===== config.mk =====
export PLATFORM = sky130hd
export DESIGN_NAME = dcache_miss_handler_flat
export DESIGN_NICKNAME = d
export VERILOG_FILES = /design/src/rtl/dcache_miss_handler_if.sv /design/src/rtl/dcache_miss_handler.sv /design/src/flat_wrapper.sv
export SDC_FILE = /design/constraint.sdc
export NUM_CORES = 1
export LEC_CHECK = 0
export CAP_MARGIN = 20
export CORE_MARGIN = 8
export CORE_UTILIZATION = 37
export CTS_CLUSTER_SIZE = 24
export DETAILED_ROUTE_END_ITERATION = 7
export PLACE_DENSITY = 0.77
export SKIP_CTS_REPAIR_TIMING = 1
export SLEW_MARGIN = 20
export SYNTH_ARGS = -nofsm -noshare
export SYNTH_HDL_FRONTEND = slang
export SYNTH_SLANG_ARGS = --single-unit

===== constraint.sdc =====
create_clock -name clk -period 5.2 [get_ports clk]
set_input_delay 0.78 -clock clk [delete_from_list [all_inputs] [get_ports clk]]
set_output_delay 0.78 -clock clk [all_outputs]
set_load 0.02 [all_outputs]

===== src/rtl/dcache_miss_handler_if.sv =====
// Bus bundle between the D-cache controller, the miss handler and line memory.
// The slave modport is the miss handler's view.
interface dcache_miss_handler_if #(
    parameter int TAG_W = 5,
    parameter int IDX_W = 6
);
    logic                   miss_req;
    logic [TAG_W+IDX_W+1:0] miss_addr;
    logic                   victim_dirty;
    logic [TAG_W-1:0]       victim_tag;
    logic [63:0]            victim_line;
    logic                   mem_rdy;
    logic [63:0]            mem_rd_data;
    logic [TAG_W+IDX_W-1:0] mem_addr;
    logic [63:0]            mem_wdata;
    logic                   mem_we;
    logic                   mem_re;
    logic                   fill_we;
    logic [63:0]            fill_line;
    logic                   busy;
    logic                   stall;

    modport slave (
        input  miss_req, miss_addr, victim_dirty, victim_tag, victim_line,
        input  mem_rdy, mem_rd_data,
        output mem_addr, mem_wdata, mem_we, mem_re, fill_we, fill_line, busy, stall
    );

    modport master (
        output miss_req, miss_addr, victim_dirty, victim_tag, victim_line,
        output mem_rdy, mem_rd_data,
        input  mem_addr, mem_wdata, mem_we, mem_re, fill_we, fill_line, busy, stall
    );
endinterface


===== src/rtl/dcache_miss_handler.sv =====
// D-cache miss handler: optional dirty-victim writeback, line fill, one-cycle install.
// Optional macro DCACHE_MISS_CNT_EN adds saturating miss/writeback counters.
module dcache_miss_handler #(
    parameter int TAG_W = 5,
    parameter int IDX_W = 6
) (
    input  logic                 clk,
    input  logic                 rst,
    dcache_miss_handler_if.slave bus_if
`ifdef DCACHE_MISS_CNT_EN
    ,
    output logic [15:0]          miss_cnt_o,
    output logic [15:0]          wb_cnt_o
`endif
);
    typedef enum logic [1:0] {
        ST_IDLE    = 2'd0,
        ST_WB      = 2'd1,
        ST_FILL    = 2'd2,
        ST_INSTALL = 2'd3
    } state_e;

    state_e                 state_q;
    logic [TAG_W-1:0]       tag_q;
    logic [IDX_W-1:0]       idx_q;
    logic [TAG_W+IDX_W-1:0] mem_addr_q;
    logic [63:0]            mem_wdata_q;
    logic [63:0]            fill_line_q;
    logic                   mem_we_q;
    logic                   mem_re_q;
    logic                   fill_we_q;
    logic                   busy_q;

    logic [TAG_W-1:0]       req_tag;
    logic [IDX_W-1:0]       req_idx;

    assign req_tag = bus_if.miss_addr[TAG_W+IDX_W+1:IDX_W+2];
    assign req_idx = bus_if.miss_addr[IDX_W+1:2];

    // Miss FSM; the victim is captured straight into the memory-side output registers.
    always_ff @(posedge clk or posedge rst) begin
        if (rst) begin
            state_q     <= ST_IDLE;
            tag_q       <= '0;
            idx_q       <= '0;
            mem_addr_q  <= '0;
            mem_wdata_q <= 64'd0;
            fill_line_q <= 64'd0;
            mem_we_q    <= 1'b0;
            mem_re_q    <= 1'b0;
            fill_we_q   <= 1'b0;
            busy_q      <= 1'b0;
        end else begin
            case (state_q)
                ST_IDLE: begin
                    if (bus_if.miss_req) begin
                        tag_q  <= req_tag;
                        idx_q  <= req_idx;
                        busy_q <= 1'b1;
                        if (bus_if.victim_dirty) begin
                            state_q     <= ST_WB;
                            mem_we_q    <= 1'b1;
                            mem_addr_q  <= {bus_if.victim_tag, req_idx};
                            mem_wdata_q <= bus_if.victim_line;
                        end else begin
                            state_q    <= ST_FILL;
                            mem_re_q   <= 1'b1;
                            mem_addr_q <= {req_tag, req_idx};
                        end
                    end
                end
                ST_WB: begin
                    if (bus_if.mem_rdy) begin
                        state_q    <= ST_FILL;
                        mem_we_q   <= 1'b0;
                        mem_re_q   <= 1'b1;
                        mem_addr_q <= {tag_q, idx_q};
                    end
                end
                ST_FILL: begin
                    if (bus_if.mem_rdy) begin
                        state_q     <= ST_INSTALL;
                        mem_re_q    <= 1'b0;
                        fill_line_q <= bus_if.mem_rd_data;
                        fill_we_q   <= 1'b1;
                    end
                end
                ST_INSTALL: begin
                    state_q   <= ST_IDLE;
                    fill_we_q <= 1'b0;
                    busy_q    <= 1'b0;
                end
                default: begin
                    state_q   <= ST_IDLE;
                    mem_we_q  <= 1'b0;
                    mem_re_q  <= 1'b0;
                    fill_we_q <= 1'b0;
                    busy_q    <= 1'b0;
                end
            endcase
        end
    end

    assign bus_if.mem_addr  = mem_addr_q;
    assign bus_if.mem_wdata = mem_wdata_q;
    assign bus_if.mem_we    = mem_we_q;
    assign bus_if.mem_re    = mem_re_q;
    assign bus_if.fill_we   = fill_we_q;
    assign bus_if.fill_line = fill_line_q;
    assign bus_if.busy      = busy_q;
    assign bus_if.stall     = busy_q | bus_if.miss_req;

`ifdef DCACHE_MISS_CNT_EN
    logic [15:0] miss_cnt_q;
    logic [15:0] miss_cnt_d;
    logic [15:0] wb_cnt_q;
    logic [15:0] wb_cnt_d;
    logic        miss_accept;
    logic        wb_done;

    assign miss_accept = (state_q == ST_IDLE) && bus_if.miss_req;
    assign wb_done     = (state_q == ST_WB) && bus_if.mem_rdy;

    // Saturating event counters.
    always_comb begin
        miss_cnt_d = miss_cnt_q;
        wb_cnt_d   = wb_cnt_q;
        if (miss_accept && (miss_cnt_q != 16'hFFFF)) begin
            miss_cnt_d = miss_cnt_q + 16'd1;
        end else begin
            miss_cnt_d = miss_cnt_q;
        end
        if (wb_done && (wb_cnt_q != 16'hFFFF)) begin
            wb_cnt_d = wb_cnt_q + 16'd1;
        end else begin
            wb_cnt_d = wb_cnt_q;
        end
    end

    // Counter registers.
    always_ff @(posedge clk or posedge rst) begin
        if (rst) begin
            miss_cnt_q <= 16'd0;
            wb_cnt_q   <= 16'd0;
        end else begin
            miss_cnt_q <= miss_cnt_d;
            wb_cnt_q   <= wb_cnt_d;
        end
    end

    assign miss_cnt_o = miss_cnt_q;
    assign wb_cnt_o   = wb_cnt_q;
`endif
endmodule


===== src/flat_wrapper.sv =====
// flat-port wrapper written by rule: the top's interface ports become plain ports
module dcache_miss_handler_flat 
#(
    parameter int TAG_W = 5,
    parameter int IDX_W = 6
)
  (clk, rst, bus_if_miss_req, bus_if_miss_addr, bus_if_victim_dirty, bus_if_victim_tag, bus_if_victim_line, bus_if_mem_rdy, bus_if_mem_rd_data, bus_if_mem_addr, bus_if_mem_wdata, bus_if_mem_we, bus_if_mem_re, bus_if_fill_we, bus_if_fill_line, bus_if_busy, bus_if_stall);
  dcache_miss_handler_if #(.TAG_W(TAG_W), .IDX_W(IDX_W)) bus_if_i ();
  input  logic clk;
  input  logic rst;
  input wire logic [$bits(bus_if_i.miss_req)-1:0] bus_if_miss_req;
  input wire logic [$bits(bus_if_i.miss_addr)-1:0] bus_if_miss_addr;
  input wire logic [$bits(bus_if_i.victim_dirty)-1:0] bus_if_victim_dirty;
  input wire logic [$bits(bus_if_i.victim_tag)-1:0] bus_if_victim_tag;
  input wire logic [$bits(bus_if_i.victim_line)-1:0] bus_if_victim_line;
  input wire logic [$bits(bus_if_i.mem_rdy)-1:0] bus_if_mem_rdy;
  input wire logic [$bits(bus_if_i.mem_rd_data)-1:0] bus_if_mem_rd_data;
  output wire logic [$bits(bus_if_i.mem_addr)-1:0] bus_if_mem_addr;
  output wire logic [$bits(bus_if_i.mem_wdata)-1:0] bus_if_mem_wdata;
  output wire logic [$bits(bus_if_i.mem_we)-1:0] bus_if_mem_we;
  output wire logic [$bits(bus_if_i.mem_re)-1:0] bus_if_mem_re;
  output wire logic [$bits(bus_if_i.fill_we)-1:0] bus_if_fill_we;
  output wire logic [$bits(bus_if_i.fill_line)-1:0] bus_if_fill_line;
  output wire logic [$bits(bus_if_i.busy)-1:0] bus_if_busy;
  output wire logic [$bits(bus_if_i.stall)-1:0] bus_if_stall;
  assign bus_if_i.miss_req = bus_if_miss_req;
  assign bus_if_i.miss_addr = bus_if_miss_addr;
  assign bus_if_i.victim_dirty = bus_if_victim_dirty;
  assign bus_if_i.victim_tag = bus_if_victim_tag;
  assign bus_if_i.victim_line = bus_if_victim_line;
  assign bus_if_i.mem_rdy = bus_if_mem_rdy;
  assign bus_if_i.mem_rd_data = bus_if_mem_rd_data;
  assign bus_if_mem_addr = bus_if_i.mem_addr;
  assign bus_if_mem_wdata = bus_if_i.mem_wdata;
  assign bus_if_mem_we = bus_if_i.mem_we;
  assign bus_if_mem_re = bus_if_i.mem_re;
  assign bus_if_fill_we = bus_if_i.fill_we;
  assign bus_if_fill_line = bus_if_i.fill_line;
  assign bus_if_busy = bus_if_i.busy;
  assign bus_if_stall = bus_if_i.stall;
  dcache_miss_handler #(.TAG_W(TAG_W), .IDX_W(IDX_W)) u_core (.clk(clk), .rst(rst), .bus_if(bus_if_i));
endmodule

Word-level counts from Yosys, hierarchy flattened
Index checks and enable logic that the tools add are counted.

Bits in registers: 156.

Multiplexer cells: 20. Reductions and logical operators: 14. Bitwise operators: 1. Equal/unequal tests: 8.

Operators by type and width (count): 2-to-1 mux 11 bit (3); case mux 11 bit (2 select lines) (1); != test 2 bit, second input constant (5); AND reduction 3 bit (3); 2-to-1 mux 2 bit (4); case mux 2 bit (4 select lines) (1); AND reduction 2 bit (4); 2-to-1 mux 1 bit (7); case mux 1 bit (2 select lines) (3); nonzero test 2 bit (3); AND reduction 5 bit (1); == test 2 bit, second input constant (2); AND reduction 4 bit (1); case mux 1 bit (3 select lines) (1); nonzero test 3 bit (1); == test 2 x 1 -> 1 bit, second input constant (1); zero test 2 bit (1); bitwise OR 1 bit (1).

Logic depth before layout (Yosys ltp)
Gate-level depths: netlist of run 1.

Depth in word-level cells: 3. Gate-level depth with buffers: 7. Depth with buffers taken out: 5.

Worst setup path before layout of run 1
No wires, ideal clock.

Path type: input to output. Start: input bus_if_miss_req. End: output bus_if_stall. Path slack: 3.181 ns. Arrival: 1.239 ns. Buffers on the path: 1. Required time: 4.420 ns. Stages: 2. Cells stage by stage: buf_6 > or2_2.

Longest elaborated chain between the ends: 1.

Ends and longest elaborated chain: start, declared (line flat_wrapper.sv:11) `input wire logic [$bits(bus_if_i.miss_req)-1:0] bus_if_miss_req;`; bitwise OR 1 bit (line dcache_miss_handler.sv:111) `assign bus_if.stall = busy_q | bus_if.miss_req;`; end, declared (line flat_wrapper.sv:25) `output wire logic [$bits(bus_if_i.stall)-1:0] bus_if_stall;`.

No other way between the ends.

Worst setup path after layout of run 1
Same ends and word-level chain as after synthesis.

==> impl_summary.txt, run 1 <==
----------------------------------------------------
[Run status]
  Result of the run ... finished clean

[Timing]
  Final clock period utilization by the worst path ... 0.5959
  Final worst clock skew ... 0.006367 ns
  Transition time of the tightest slew-check pin ... 0.9204 ns
  Highest clock frequency the design can meet ... 322.7 MHz
  Setup repair after global routing missed its margin ... false
  Time the final worst path needs with I/O delays and setup ... 3.099 ns
  Setup Viol. Count Final ... 0
  Hold Vio Cnt, Final ... 0
  Max-slew violation total from the final report ... 0
  Worst relative slew slack ... 0.3864
  Total negative slack for setup checks ... 0 ns

[Cells and area]
  Multi-input logic area ... 0.002127 mm²
  Diode count ... 0
  Total of fill cells in the finished design ... 1302
  Sequential cell area in the final layout ... 0.003904 mm²
  Layout-stage area growth over the synthesis result ... 57.66%
  # nets final ... 831
  Fraction of layout instances using a drive strength above 1 ... 0.2776
  Final std cells w/o fill ... 908

[Power and ir drop]
  Max VDD drop ... 0.3123 mV
  Ratio of total power to cell area ... 661.4 mW/mm²
  Leak ... 4.127 nW
  Total power draw ... 6.510 mW

[Setup path]
  Arrival time at the worst endpoint ... 2.32 ns
  FF-to-FF setup slack ... 2.76 ns
  Category of the most critical setup path ... primary input to output pin
  R2R cell count ... 5
  Type of element launching the critical path ... primary input
  Worst Path Required ... 4.42 ns
  Top fanout value on the critical path ... 8
  Type of destination of the critical path ... output pin
  Endpoint of the worst register-to-register path ... u_core.bus_if.fill_line[46]$_DFFE_PP0P_
  Worst setup path startpoint ... bus_if_miss_req
  Critical R2R Launch ... u_core.state_q[0]$_DFFE_PP0P_

[Job]
  Maximum capacitance violations ... 0

[Floorplan]
  Num rows ... 47
  Effective utilization at floorplan ... 0.3778
  Y dimension of the die ... 145.9 µm
  X dimension of the die ... 145.9 µm
  Placeable core region ... 0.01652 mm²
  Total die area ... 0.02129 mm²
  Top-level port count ... 295

[Clock tree]
  CTS Root Cell ... sky130_fd_sc_hd__clkbuf_16
  Num CTS Buffers ... 17
  CTS tree ... yes
  Buffer levels on the longest clock path ... 2
  Post-CTS clock slew at the launch and capture registers of the worst setup and hold paths ... 0.06 ns
  Count of clock tree sinks ... 156
  Maximum level of the CTS H-tree ... 4
  Clock latency reported for the late side of the worst-skew pair ... 0.41 ns

[Logic synthesis]
  Avg Inst Size Synth ... 16.47 µm²
  Leading cell type by number of instances after synthesis ... sky130_fd_sc_hd__dfrtp_1
  Share of Yosys cell area claimed by the top area cell type ... 0.6253
  Sequential area share after synthesis ... 0.6253
  Cell accounting for the most synthesized area ... sky130_fd_sc_hd__dfrtp_1
  Synth Net Count ... 535
  Dominant cells by area after synthesis ... sky130_fd_sc_hd__dfrtp_1, sky130_fd_sc_hd__mux2_2, sky130_fd_sc_hd__buf_6
  Total number of yosys warnings ... 0
  Synth Cell Area ... 0.006243 mm²
  Top cells by count, synth ... sky130_fd_sc_hd__dfrtp_1, sky130_fd_sc_hd__mux2_2, sky130_fd_sc_hd__buf_6
  Unique cell type count in the Yosys netlist ... 26
  Number of register bits inferred by synthesis ... 156
  Cell count after synthesis ... 379
  Most used DFF post-synth ... sky130_fd_sc_hd__dfrtp_1
  EDFF count, synth ... 0
  Share of flip-flops with an asynchronous set or reset ... 1.000

[Min path]
  Hold Crit Class ... flip-flop to flip-flop
  Number of cells on the worst hold path ... 1
  Worst hold path startpoint ... u_core.bus_if.mem_wdata[27]$_DFFE_PP0P_
  End point of the worst hold path ... u_core.bus_if.mem_wdata[27]$_DFFE_PP0P_

[Placement]
  Cell total after placement ... 876
  Port Buffers ... 292
  Post-DP HPWL ... 13280 µm
  Placer congestion estimate ... 0.7672

[Routing]
  Routed wire length per instance ... 19.04 µm
  Initial DRC count ... 95
  Count of nets left with antenna violations after detail routing ... 0
  Vias per inst ... 4.684
  Via Count ... 4253
  DRC viols ... 0
  Aggregate routed wire length ... 17290 µm
  Detailed-routing iteration count for the pre-antenna-repair pass ... 4

[Global routing]
  First-pass GRT wire length ... 27570 µm
  Total gr overflow ... 0
  Overall global routing resource usage ... 0.1637
  Maximum number of pins on one net before global-route repair ... 72
  Initial antenna violation count ... 1
  Number of global-route vias before repair ... 4957

----------------------------------------------------
worst max-delay path by stage:
stage	depth (start not counted)	slack (ns)	end
final	3	2.10	bus_if_stall
after global routing	3	2.07	bus_if_stall
after CTS	3	2.10	bus_if_stall
after detailed placement	3	1.97	u_core.bus_if.mem_wdata[25]$_DFFE_PP0P_
after global placement	3	2.05	u_core.bus_if.mem_wdata[27]$_DFFE_PP0P_
after floorplan	1	0.21	u_core.bus_if.busy$_DFFE_PP0P_
logic make-up (layout without fill, tap and decap cells):
logic type	Yosys count	after routing	share of synthesized area
mux	162	162	0.2930
fa+ha+maj	5	5	0.01002
compound gates	15	15	0.02144
simple gates	16	16	0.01623
buf+inv	25	334	0.03407
flops	156	156	0.6252
metal layers:
metal  wire, µm  up-vias  track usage
met3       1493       33      0.06903
met2       8755      202       0.2867
met1       6624     2078       0.1705
met4        399        2      0.06455
li1           -     1938            -
met5         13        -            0
report_power, final:
group | total [mW] | internal [mW] | switching, mW | leakage [nW]
clock | 1.17 | 0.675 | 0.496 | 0.263
sequential | 2.16 | 1.84 | 0.319 | 1.84
combinational | 3.18 | 1.71 | 1.47 | 2.02
layout make-up:
cell class / instances / share of cell area
Clock inverter: 12 / 0.01157
Multi-Input combinational cell: 198 / 0.2161
Inverter: 7 / 0.003178
Clock buffer: 20 / 0.04538
Timing Repair Buffer: 295 / 0.2992
Sequential cell: 156 / 0.3966
Tap cell: 220 / 0.02796
worst max-delay path, stage by stage:
cell and delay [ns]:
sky130_fd_sc_hd__clkdlybuf4s50_1 0.60, sky130_fd_sc_hd__or2_2 0.38, sky130_fd_sc_hd__clkdlybuf4s50_1 0.55
state kept, by name (all words and copies together), names as in the netlist:
register	cells
u_core.bus_if.mem_wdata	64
u_core.bus_if.mem_addr	11
u_core.idx_q	6
u_core.bus_if.fill_line	64
u_core.bus_if.mem_re	1
u_core.bus_if.busy	1
u_core.bus_if.mem_we	1
u_core.state_q	2
u_core.tag_q	5
u_core.bus_if.fill_we	1
through the flow:
stage	cell area [µm²]	hold WS [ns]	setup slack, ns	util
2_1_floorplan	6243	0.4736	0.2135	-
3_3_place_gp	9283	0.4734	2.047	0.5617
3_5_place_dp	9283	0.4846	1.975	0.5617
4_1_cts	9843	0.4983	2.098	0.5957
5_1_grt	9843	0.5218	2.069	0.5957
6_report	9843	0.4950	2.101	0.5957
cells in the final DEF, fill, tap and decap left out, types with 6 or more instances in the layout:
master and n:
sky130_fd_sc_hd__clkdlybuf4s50_1 292, sky130_fd_sc_hd__mux2i_1 11, sky130_fd_sc_hd__mux2_2 141, sky130_fd_sc_hd__clkbuf_16 17
sky130_fd_sc_hd__inv_1 6, sky130_fd_sc_hd__nand2_1 6, sky130_fd_sc_hd__dfrtp_1 156
Power figures use the tool's default switching activity.
==> inputs of run 2 (changes only) <==
- clock period: 5.2 -> 2.8 ns (I/O delays scaled with it)
==> run 2 against run 1 <==
Effect of this change:
- sequential cell count is the same
- die area unchanged
- first-iteration DRC count grew 40%
- total power grew 89%
- clock skew is 0.0018 ns higher
- routed wire length is 1.5% lower
- via count barely moved
- cell area increased by 1.2%
- clock-buffer cell count down 1
- core utilization rose by 0.70 points
- global-route usage fell by 0.33 points
- largest power group unchanged
- highest routed layer is now met4
==> impl_summary.txt, run 2 (same netlist as run 1, synthesis figures left out) <==
----------------------------------------------------
[Setup path]
  Buffers and inverters on the worst path ... 2 (unchanged)
  Category of the most critical setup path ... primary input to output pin
  Largest stage delay on the critical path ... 0.54 ns (-0.06 ns)
  Type of element launching the critical path ... primary input
  Top fanout value on the critical path ... 2 (-6)
  Most common cell type on the critical path ... sky130_fd_sc_hd__clkdlybuf4s50_1
  Worst setup path startpoint ... bus_if_miss_req
  Worst Path Required ... 2.38 ns (-2.04 ns)
  Type of destination of the critical path ... output pin
  Cell family with most CP delay ... buffers and inverters
  Critical R2R Launch ... u_core.state_q[1]$_DFFE_PP0P_
  Critical Path, Cell by Cell ... clkdlybuf4s50_1, or2_2, clkdlybuf4s50_1
  Slowest library cell on the worst path ... sky130_fd_sc_hd__clkdlybuf4s50_1
  Arrival time at the worst endpoint ... 1.68 ns (-0.64 ns)

[Clock tree]
  Post-CTS clock slew at the launch and capture registers of the worst setup and hold paths ... 0.06 ns (about the same)
  Buffer levels on the longest clock path ... 2 (unchanged)
  Num CTS Buffers ... 17 (unchanged)
  CTS Root Cell ... sky130_fd_sc_hd__clkbuf_16
  Count of clock tree sinks ... 156 (unchanged)
  Clock latency reported for the late side of the worst-skew pair ... 0.41 ns (about the same)
  CTS tree ... yes
  Maximum level of the CTS H-tree ... 4 (unchanged)

[Power and ir drop]
  Ratio of total power to cell area ... 1233 mW/mm² (+86%)
  Max VDD drop ... 0.5951 mV (+91%)
  Leak ... 4.185 nW (+1.4%)

[Cells and area]
  # nets final ... 834 (+0.36%)
  Diode count ... 0 (unchanged)
  Fraction of layout instances using a drive strength above 1 ... 0.2822 (+0.004583)
  Final std cells w/o fill ... 911 (+0.33%)
  Most common cell after layout, fill and taps aside ... sky130_fd_sc_hd__clkdlybuf4s50_1
  Layout-stage area growth over the synthesis result ... 59.52%
  Commonest non-fill, non-tap cells in the layout ... sky130_fd_sc_hd__clkdlybuf4s50_1, sky130_fd_sc_hd__dfrtp_1, sky130_fd_sc_hd__mux2_2

[Routing]
  Aggregate routed wire length ... 17020 µm (-1.5%)
  DRC viols ... 0 (unchanged)
  Detailed-routing iteration count for the pre-antenna-repair pass ... 4 (unchanged)
  Initial DRC count ... 133 (+40%)
  Vias per inst ... 4.673 (-0.24%)
  Count of nets left with antenna violations after detail routing ... 0 (unchanged)
  Via Count ... 4257 (+0.094%)
  Routed wire length per instance ... 18.69 µm (-1.8%)

[Global routing]
  Total gr overflow ... 0 (unchanged)
  Initial antenna violation count ... 0 (-1)
  Maximum number of pins on one net before global-route repair ... 81 (+13%)
  Number of global-route vias before repair ... 4764 (-3.9%)
  Overall global routing resource usage ... 0.1604 (-0.003265)
  First-pass GRT wire length ... 27120 µm (-1.7%)

[Timing]
  Total negative slack for setup checks ... 0 ns (unchanged)
  Highest clock frequency the design can meet ... 476.2 MHz
  Setup Viol. Count Final ... 0 (unchanged)
  Max-slew violation total from the final report ... 0 (unchanged)
  Hold Vio Cnt, Final ... 0 (unchanged)
  Worst relative slew slack ... 0.6633 (+0.2769)
  Transition time of the tightest slew-check pin ... 0.5050 ns (-0.4153 ns)
  Setup repair after global routing missed its margin ... false
  Final clock period utilization by the worst path ... 0.7499
  Time the final worst path needs with I/O delays and setup ... 2.100 ns
  Final worst clock skew ... 0.008213 ns (+0.001847 ns)

[Job]
  Maximum capacitance violations ... 0 (unchanged)

[Floorplan]
  Total die area ... 0.02129 mm² (unchanged)
  Top-level port count ... 295 (unchanged)
  Effective utilization at floorplan ... 0.3778 (unchanged)
  X dimension of the die ... 145.9 µm (unchanged)
  Num rows ... 47 (unchanged)
  Y dimension of the die ... 145.9 µm (unchanged)
  Placeable core region ... 0.01652 mm² (unchanged)

[Placement]
  Post-DP HPWL ... 12970 µm (-2.3%)
  Port Buffers ... 292 (unchanged)
  Placer congestion estimate ... 0.7418 (-3.3%)
  Cell total after placement ... 879 (+0.34%)

[Min path]
  Hold Crit Class ... primary input to asynchronous set/reset pin

[Run status]
  Result of the run ... finished clean

----------------------------------------------------
==> run 2: cell type report <==
class | instances | area [µm²]
fill | 1287 | 6565
inverter | 7 | 30.03
tap | 220 | 275.3
sequential | 156 | 3904
timing repair buffer | 298 | 3018
multi-input combinational | 198 | 2127
clock buffer | 19 | 442.9
clock inverter | 13 | 162.7
==> run 2: per-layer routing <==
layer / up-vias / GRT usage / wire length (µm)
li1: 1942 / - / -
met1: 2113 / 0.1686 / 6202
met2: 182 / 0.2830 / 9054
met3: 20 / 0.06872 / 1487
met4: 0 / 0.05310 / 280
met5: - / 0 / 0
==> run 2: report_power, final <==
part,internal (mW),switching [mW]
sequential,3.41,0.588
combinational,3.20,2.73
clock,1.43,0.915
==> run 2: worst paths after layout <==
kind	end	slack (ns)	cells past startpoint
max	bus_if_stall	0.70	3
min	u_core.bus_if.fill_line[56]$_DFFE_PP0P_	0.48	3
max reg2reg	u_core.bus_if.mem_addr[4]$_DFFE_PP0P_	0.93	5
min reg2reg	u_core.bus_if.fill_line[29]$_DFFE_PP0P_	0.50	1
max in group asynchronous	u_core.bus_if.mem_wdata[6]$_DFFE_PP0P_	1.95	3
min in group clk	u_core.bus_if.fill_line[29]$_DFFE_PP0P_	0.50	1
==> run 2: stage by stage <==
step	area [µm²]	hold slack, ns	setup WS (ns)	util	total power, mW
finish	9960	0.4832	0.7002	0.6027	12.28
global route	9960	0.5130	0.6750	0.6027	12.92
CTS	9960	0.5060	0.6950	0.6027	12.46
detailed placement	9354	0.4889	0.7043	0.5661	10.05
global placement	9354	0.4782	0.6885	0.5661	9.839
floorplan	6247	0.4736	0.4071	-	7.196
==> run 2: tightest hold or removal path: stages <==
cell and delay [ns]:
sky130_fd_sc_hd__clkdlybuf4s50_1 0.44, sky130_fd_sc_hd__clkinvlp_4 0.13, sky130_fd_sc_hd__buf_12 0.32
==> RTL change 1, RTL diff (config.mk and constraints of run 2) <==
`IDX_W` is set to 6 in 3 places; all go to 8.
--- a/src/rtl/dcache_miss_handler_if.sv
+++ b/src/rtl/dcache_miss_handler_if.sv
@@ -2,7 +2,7 @@
 // The slave modport is the miss handler's view.
 interface dcache_miss_handler_if #(
     parameter int TAG_W = 5,
-    parameter int IDX_W = 6
+    parameter int IDX_W = 8
 );
     logic                   miss_req;
     logic [TAG_W+IDX_W+1:0] miss_addr;
--- a/src/rtl/dcache_miss_handler.sv
+++ b/src/rtl/dcache_miss_handler.sv
@@ -2,7 +2,7 @@
 // Optional macro DCACHE_MISS_CNT_EN adds saturating miss/writeback counters.
 module dcache_miss_handler #(
     parameter int TAG_W = 5,
-    parameter int IDX_W = 6
+    parameter int IDX_W = 8
 ) (
     input  logic                 clk,
     input  logic                 rst,
--- a/src/flat_wrapper.sv
+++ b/src/flat_wrapper.sv
@@ -2,7 +2,7 @@
 module dcache_miss_handler_flat 
 #(
     parameter int TAG_W = 5,
-    parameter int IDX_W = 6
+    parameter int IDX_W = 8
 )
   (clk, rst, bus_if_miss_req, bus_if_miss_addr, bus_if_victim_dirty, bus_if_victim_tag, bus_if_victim_line, bus_if_mem_rdy, bus_if_mem_rd_data, bus_if_mem_addr, bus_if_mem_wdata, bus_if_mem_we, bus_if_mem_re, bus_if_fill_we, bus_if_fill_line, bus_if_busy, bus_if_stall);
   dcache_miss_handler_if #(.TAG_W(TAG_W), .IDX_W(IDX_W)) bus_if_i ();
Interface: changed (resized bus_if_mem_addr and bus_if_miss_addr); port bits go from 295 to 299. No check against the original RTL was run, so the function may have changed too.
==> RTL change 1 against run 2 <==
Sequential cell count up 4. Sequential power increased by 3%. Combinational power up 2%. Cell area increased by 1.4%. Area after synthesis up 1.9%. Register-to-register slack worse by 110 ps. Critical path depth unchanged. Worst setup slack worse by 240 ps. Wire length up 4.0%. Utilization is 1.1 points lower. Power is 0.13% lower. Critical path type unchanged. Critical endpoint unchanged.
==> RTL change 1: results (changes against run 2) <==
Setup path
  • Crit path launch: bus_if_miss_req
  • Endpoint kind of the worst setup timing path: output port
  • Critical path peak fanout: 8 (+6)
  • Start of the worst register-to-register path: u_core.state_q[1]
  • Crit path arrival time: 1920 ps (+240 ps)
  • End of the critical path: bus_if_stall
  • Reg2Reg Depth: 4 (-1)
  • Setup slack, reg-to-reg: 820 ps (-110 ps)
  • Worst R2R End: u_core.bus_if.mem_addr[6]

Synth
  • Warnings, synthesis: 0 (unchanged)
  • Async set or reset register ratio after synthesis: 1.00 (unchanged)
  • Number of enable flip-flop cells after synthesis: 0 (unchanged)
  • Number of distinct standard cells referenced by the synthesized netlist: 26 (unchanged)
  • Mapped Nets: 547 (+2.2%)
  • Leading cell types by count after synthesis: sky130_fd_sc_hd__dfrtp_1 (160), sky130_fd_sc_hd__mux2_2 (147), sky130_fd_sc_hd__mux2i_1 (11)
  • Sequential-to-total area share from yosys stat: 0.629 (+0.00393)
  • Top post-synthesis cells by area: sky130_fd_sc_hd__dfrtp_1 (63%), sky130_fd_sc_hd__mux2_2 (26%), sky130_fd_sc_hd__mux2i_1 (1.7%), sky130_fd_sc_hd__buf_6 (1.4%), sky130_fd_sc_hd__mux2_4 (1.2%)

Global route
  • Via count of the first global-routing pass: 4,934 (+3.6%)
  • Wire length of the first global-routing pass: 27.8 mm (+2.4%)
  • Antenna violations before repair: 0 (unchanged)
  • Global router's overall resource usage: 0.162 (+0.00172)
  • Largest net degree at the start of global routing: 86 (+6.2%)

Finish
  • Final net count: 849 (+1.8%)
  • Antenna cell count: 0 (unchanged)
  • Ratio of cells with drive above 1 in the final layout: 0.280 (-0.00237)

Drt
  • Pre-Repair DR Iteration Count: 4 (unchanged)
  • Total routed wirelength: 17.7 mm (+4.0%)
  • Via count normalized by instance count: 4.66 (-0.33%)
  • Detailed router's first-iteration violation count: 161 (+21%)

Power
  • Maximum vdd ir drop: 0.694 mV (+17%)
  • Leakage power figure: 4.23 nW (+1.1%)

Min path
  • Cell count of the worst hold path: 1
  • Classification of the worst-slack hold path: reg2reg

Clock network
  • Master cell of the clock root buffer: sky130_fd_sc_hd__clkbuf_16
  • Deepest level of the CTS H-tree: 4 (unchanged)
  • Num CTS Buffers: 17 (unchanged)
  • Skew-Pair Late Insertion Delay: 410 ps (about the same)
  • Deepest clock path buffer count: 2 (unchanged)
  • Reg clk slew, reported paths: 60 ps (about the same)

Timing
  • Max-Slew Margin vs Limit: 0.591 (-0.0721)
  • Clock tree skew after final layout: 10.3 ps (+2.06 ps)

Placed design
  • Weighted congestion reported at the end of routability-driven placement: 0.784 (+5.6%)
  • Post-DP HPWL: 13.6 mm (+4.9%)
  • IO Port Bufs: 296 (+1.4%)

Run status
  • Run status: complete, no violations
RTL change 1: cell count changes in the layout (fill, tap and decap cells not counted), sizes merged:
cell	before	now
mux2	151	157
clkdlybuf4s50	292	296
dfrtp	156	160
inv	10	8
buf	6	5
clkinv	3	6
bufinv	3	0
clkbuf	19	21
RTL change 1: worst min-delay path by stage:
stage                                 from                          end  slack, ps
6_report       u_core.bus_if.mem_wdata[25]  u_core.bus_if.mem_wdata[25]        490
5_1_grt        u_core.bus_if.mem_wdata[23]  u_core.bus_if.mem_wdata[23]        510
4_1_cts        u_core.bus_if.mem_wdata[25]  u_core.bus_if.mem_wdata[25]        490
3_5_place_dp          u_core.bus_if.mem_re         u_core.bus_if.mem_re        480
3_3_place_gp   u_core.bus_if.mem_wdata[25]  u_core.bus_if.mem_wdata[25]        480
2_1_floorplan              u_core.idx_q[6]              u_core.idx_q[6]        470
RTL change 1: cell families after synthesis:
logic type / count (synthesis) / share of synthesized area
simple gates: 16 / 0.0157
mux: 168 / 0.298
fa+ha+maj: 5 / 0.00983
compound gates: 15 / 0.0210
flops: 160 / 0.629
buf+inv: 25 / 0.0262
RTL change 1: through the flow:
stage | cell area, um^2 | setup WS [ps] | instances | power (mW) | hold WS, ps
4_1_cts | 10100 | 454 | 929 | 12.5 | 495
3_3_place_gp | 9560 | 445 | 897 | 10.1 | 477
5_1_grt | 10100 | 387 | 929 | 12.9 | 510
2_1_floorplan | 6370 | 351 | 389 | 7.35 | 474
6_report | 10100 | 462 | 929 | 12.3 | 489
3_5_place_dp | 9560 | 454 | 897 | 10.3 | 483
RTL change 1: power breakdown:
| group | total (mW) | internal (mW) | switching [mW] | leakage [nW] |
|---|---|---|---|---|
| sequential | 4.10 | 3.50 | 0.603 | 1.89 |
| clock | 2.11 | 1.17 | 0.939 | 0.254 |
| combinational | 6.05 | 3.27 | 2.78 | 2.09 |
RTL change 1: critical path: stages:
cell and delay, ps:
sky130_fd_sc_hd__clkdlybuf4s50_1 590, sky130_fd_sc_hd__or2_2 370, sky130_fd_sc_hd__clkdlybuf4s50_1 540
RTL change 1: cell type report:
type | instances | area (um^2)
inverter | 7 | 30.0
clock inverter | 11 | 85.1
multi-input combinational | 204 | 2190
fill | 1329 | 6960
timing repair buffer | 301 | 3050
sequential | 160 | 4000
tap | 225 | 282
clock buffer | 21 | 450
RTL change 1: metal layers:
layer	vias to the layer above	GRT usage	part of all wire
met5	-	0	0
met2	178	0.281	0.52
met1	2141	0.175	0.37
met4	0	0.0561	0.020
met3	21	0.0674	0.087
li1	1987	-	-
==> RTL change 2, RTL diff (config.mk and constraints of run 2) <==
Without the edit above. Encoding of `state_e`: now Gray code (2 bits for 4 states).
--- a/src/rtl/dcache_miss_handler.sv
+++ b/src/rtl/dcache_miss_handler.sv
@@ -14,10 +14,10 @@
 `endif
 );
     typedef enum logic [1:0] {
-        ST_IDLE    = 2'd0,
-        ST_WB      = 2'd1,
-        ST_FILL    = 2'd2,
-        ST_INSTALL = 2'd3
+        ST_IDLE    = 2'b00,
+        ST_WB      = 2'b01,
+        ST_FILL    = 2'b11,
+        ST_INSTALL = 2'b10
     } state_e;
 
     state_e                 state_q;
Check against the original RTL: no difference found for any inputs over 4 cycles, from zero or initial values and one cycle with rst high; so few cycles prove little.
==> RTL change 2 against run 2 <==
Wire length grew 0.81%. Sequential cell count unchanged. Critical path type unchanged. Non-clock buffer count grew 6. Highest routed layer unchanged. Cell area is 1.3% lower. Sequential share of layout area up 0.50 points. Power decreased by 3.7%. Worst setup slack got worse by 130 ps. Area after synthesis decreased by 2.6%.
==> RTL change 2: results (changes against run 2) <==
Synth
  • Adder and majority cell fraction of the synthesized area: 0 (-0.0100)
  • Async set or reset register ratio after synthesis: 1.00 (unchanged)
  • Warnings, synthesis: 0 (unchanged)
  • Mux cell area share after synthesis: 0.286 (-0.00657)
  • Mapped Nets: 531 (-0.75%)
  • Leading cell types by count after synthesis: sky130_fd_sc_hd__dfrtp_1 (156), sky130_fd_sc_hd__mux2_2 (84), sky130_fd_sc_hd__mux2_1 (60)
  • Synthesized-area fraction occupied by ao, oa, aoi and oai cells: 0.0267 (+0.00531)
  • Post-Syn Area per Cell: 16.0 um^2 (-2.9%)
  • Number of distinct standard cells referenced by the synthesized netlist: 23 (-12%)
  • Sequential-to-total area share from yosys stat: 0.642 (+0.0167)
  • Top post-synthesis cells by area: sky130_fd_sc_hd__dfrtp_1 (64%), sky130_fd_sc_hd__mux2_2 (16%), sky130_fd_sc_hd__mux2_1 (11%), sky130_fd_sc_hd__o21ai_0 (2.1%), sky130_fd_sc_hd__mux2i_1 (2.0%)

Global route
  • Global routing usage on met3: 0.0660 (-0.00269)
  • Global-route track usage on met1: 0.181 (+0.0127)
  • Antenna violations before repair: 0 (unchanged)
  • Wire length of the first global-routing pass: 26.6 mm (-1.8%)
  • Via count of the first global-routing pass: 4,886 (+2.6%)
  • Global router's overall resource usage: 0.168 (+0.00720)
  • Largest net degree at the start of global routing: 100 (+23%)
  • Met2 GRT Util: 0.289 (+0.00606)

Setup path
  • Setup slack, reg-to-reg: 780 ps (-150 ps)
  • Crit-path leading delay family: buffers and inverters
  • Crit path arrival time: 1810 ps (+130 ps)
  • Critical-path cell with the highest stage delay: sky130_fd_sc_hd__clkdlybuf4s50_1
  • Critical path peak fanout: 6 (+4)

Clock network
  • Master cell of the clock root buffer: sky130_fd_sc_hd__clkbuf_16
  • Deepest level of the CTS H-tree: 4 (unchanged)
  • Skew-Pair Late Insertion Delay: between 400 and 500 ps
  • Deepest clock path buffer count: 2 (unchanged)
  • Num CTS Buffers: 17 (unchanged)

Timing
  • Transition time at the pin with the least slew margin: 878 ps (+373 ps)
  • Clock tree skew after final layout: 11.6 ps (+3.41 ps)

Placed design
  • Weighted congestion reported at the end of routability-driven placement: 0.791 (+6.6%)
  • IO Port Bufs: 292 (unchanged)
  • Post-DP HPWL: 13.2 mm (+1.5%)
  • Cell total after placement: 883 (+0.46%)

Run status
  • Run status: complete, no violations

Drt
  • Mean routed wirelength per cell: 18.8 um (+0.59%)
  • Detailed router's first-iteration violation count: 105 (-21%)
  • Vias after detailed routing: 4,325 (+1.6%)
  • Pre-Repair DR Iteration Count: 4 (unchanged)

Min path
  • Classification of the worst-slack hold path: in2async

Finish
  • Ratio of cells with drive above 1 in the final layout: 0.190 (-0.0917)
  • Post-route non-filler standard cell count: 913 (+0.22%)
  • Antenna cell count: 0 (unchanged)
  • Number of filler instances in the final layout: 1,281 (-0.47%)
  • Final net count: 833 (-0.12%)

Power
  • Maximum vdd ir drop: 0.577 mV (-3.1%)
  • Leakage power figure: 4.13 nW (-1.2%)
[RTL change 2: cell types whose count changed after synthesis, sizes merged, moves of 4 or more]
cell    delta
clkbuf     +4
ha         -5
inv        -4
mux2       -7
nand2      -6
o21ai     +22
o221a      -5
[RTL change 2: cell type report]
cell class | instances | area (um^2) | share of cell area
clock buffers | 21 | 470 | 0.0478
clock inverters | 9 | 113 | 0.0115
inverters | 3 | 15.0 | 0.00153
multi-input cells | 200 | 1990 | 0.203
flip-flops and latches | 156 | 3900 | 0.397
well taps | 220 | 275 | 0.0280
repair buffers | 304 | 3060 | 0.311
[RTL change 2: worst paths after layout]
check                                            startpoint                     endpoint  cells past startpoint
worst max-delay path                        bus_if_miss_req                 bus_if_stall                      3
min in group clk                u_core.bus_if.mem_wdata[53]  u_core.bus_if.mem_wdata[53]                      1
max in group asynchronous                               rst  u_core.bus_if.fill_line[32]                      3
worst max register to register            u_core.state_q[1]   u_core.bus_if.mem_wdata[8]                      4
worst min register to register  u_core.bus_if.mem_wdata[53]  u_core.bus_if.mem_wdata[53]                      1
worst min-delay path                                    rst  u_core.bus_if.mem_wdata[56]                      3
[RTL change 2: report_power, final]
group / switching [mW] / internal (mW) / leakage (nW)
logic: 2.61 / 2.91 / 1.99
clock network: 0.888 / 1.38 / 0.286
registers: 0.636 / 3.41 / 1.86
total: 4.13 / 7.70 / 4.13
[RTL change 2: metrics by stage]
stage / cell area, um^2 / util / hold slack (ps) / worst slack [ps] / total power, mW
after floorplan: 6080 / - / 480 / 407 / 6.79
after global placement: 9250 / 0.566 / 466 / 459 / 9.49
after detailed placement: 9250 / 0.566 / 474 / 422 / 9.68
after CTS: 9830 / 0.602 / 468 / 565 / 12.0
after global routing: 9830 / 0.602 / 498 / 524 / 12.5
final: 9830 / 0.602 / 467 / 569 / 11.8
[RTL change 2: cells by family after synthesis]
| group | count (synthesis) |
|---|---|
| flip-flops | 156 |
| AO/OA/AOI/OAI | 31 |
| buffers and inverters | 24 |
| multiplexers | 156 |
| AND/OR/NAND/NOR | 13 |
[RTL change 2: worst register-to-register path: cells and delay by family (launching register included)]
kind / cells / cell delay [ps]
AND/OR/NAND/NOR: 2 / 670
flip-flops: 1 / 610
multiplexers: 1 / 360
buffers and inverters: 1 / 260
[RTL change 2: routing by layer]
metal	part of all wire	wire (um)
met1	0.37	6360
met4	0.026	452
met2	0.51	8680
met5	0	0
met3	0.097	1660
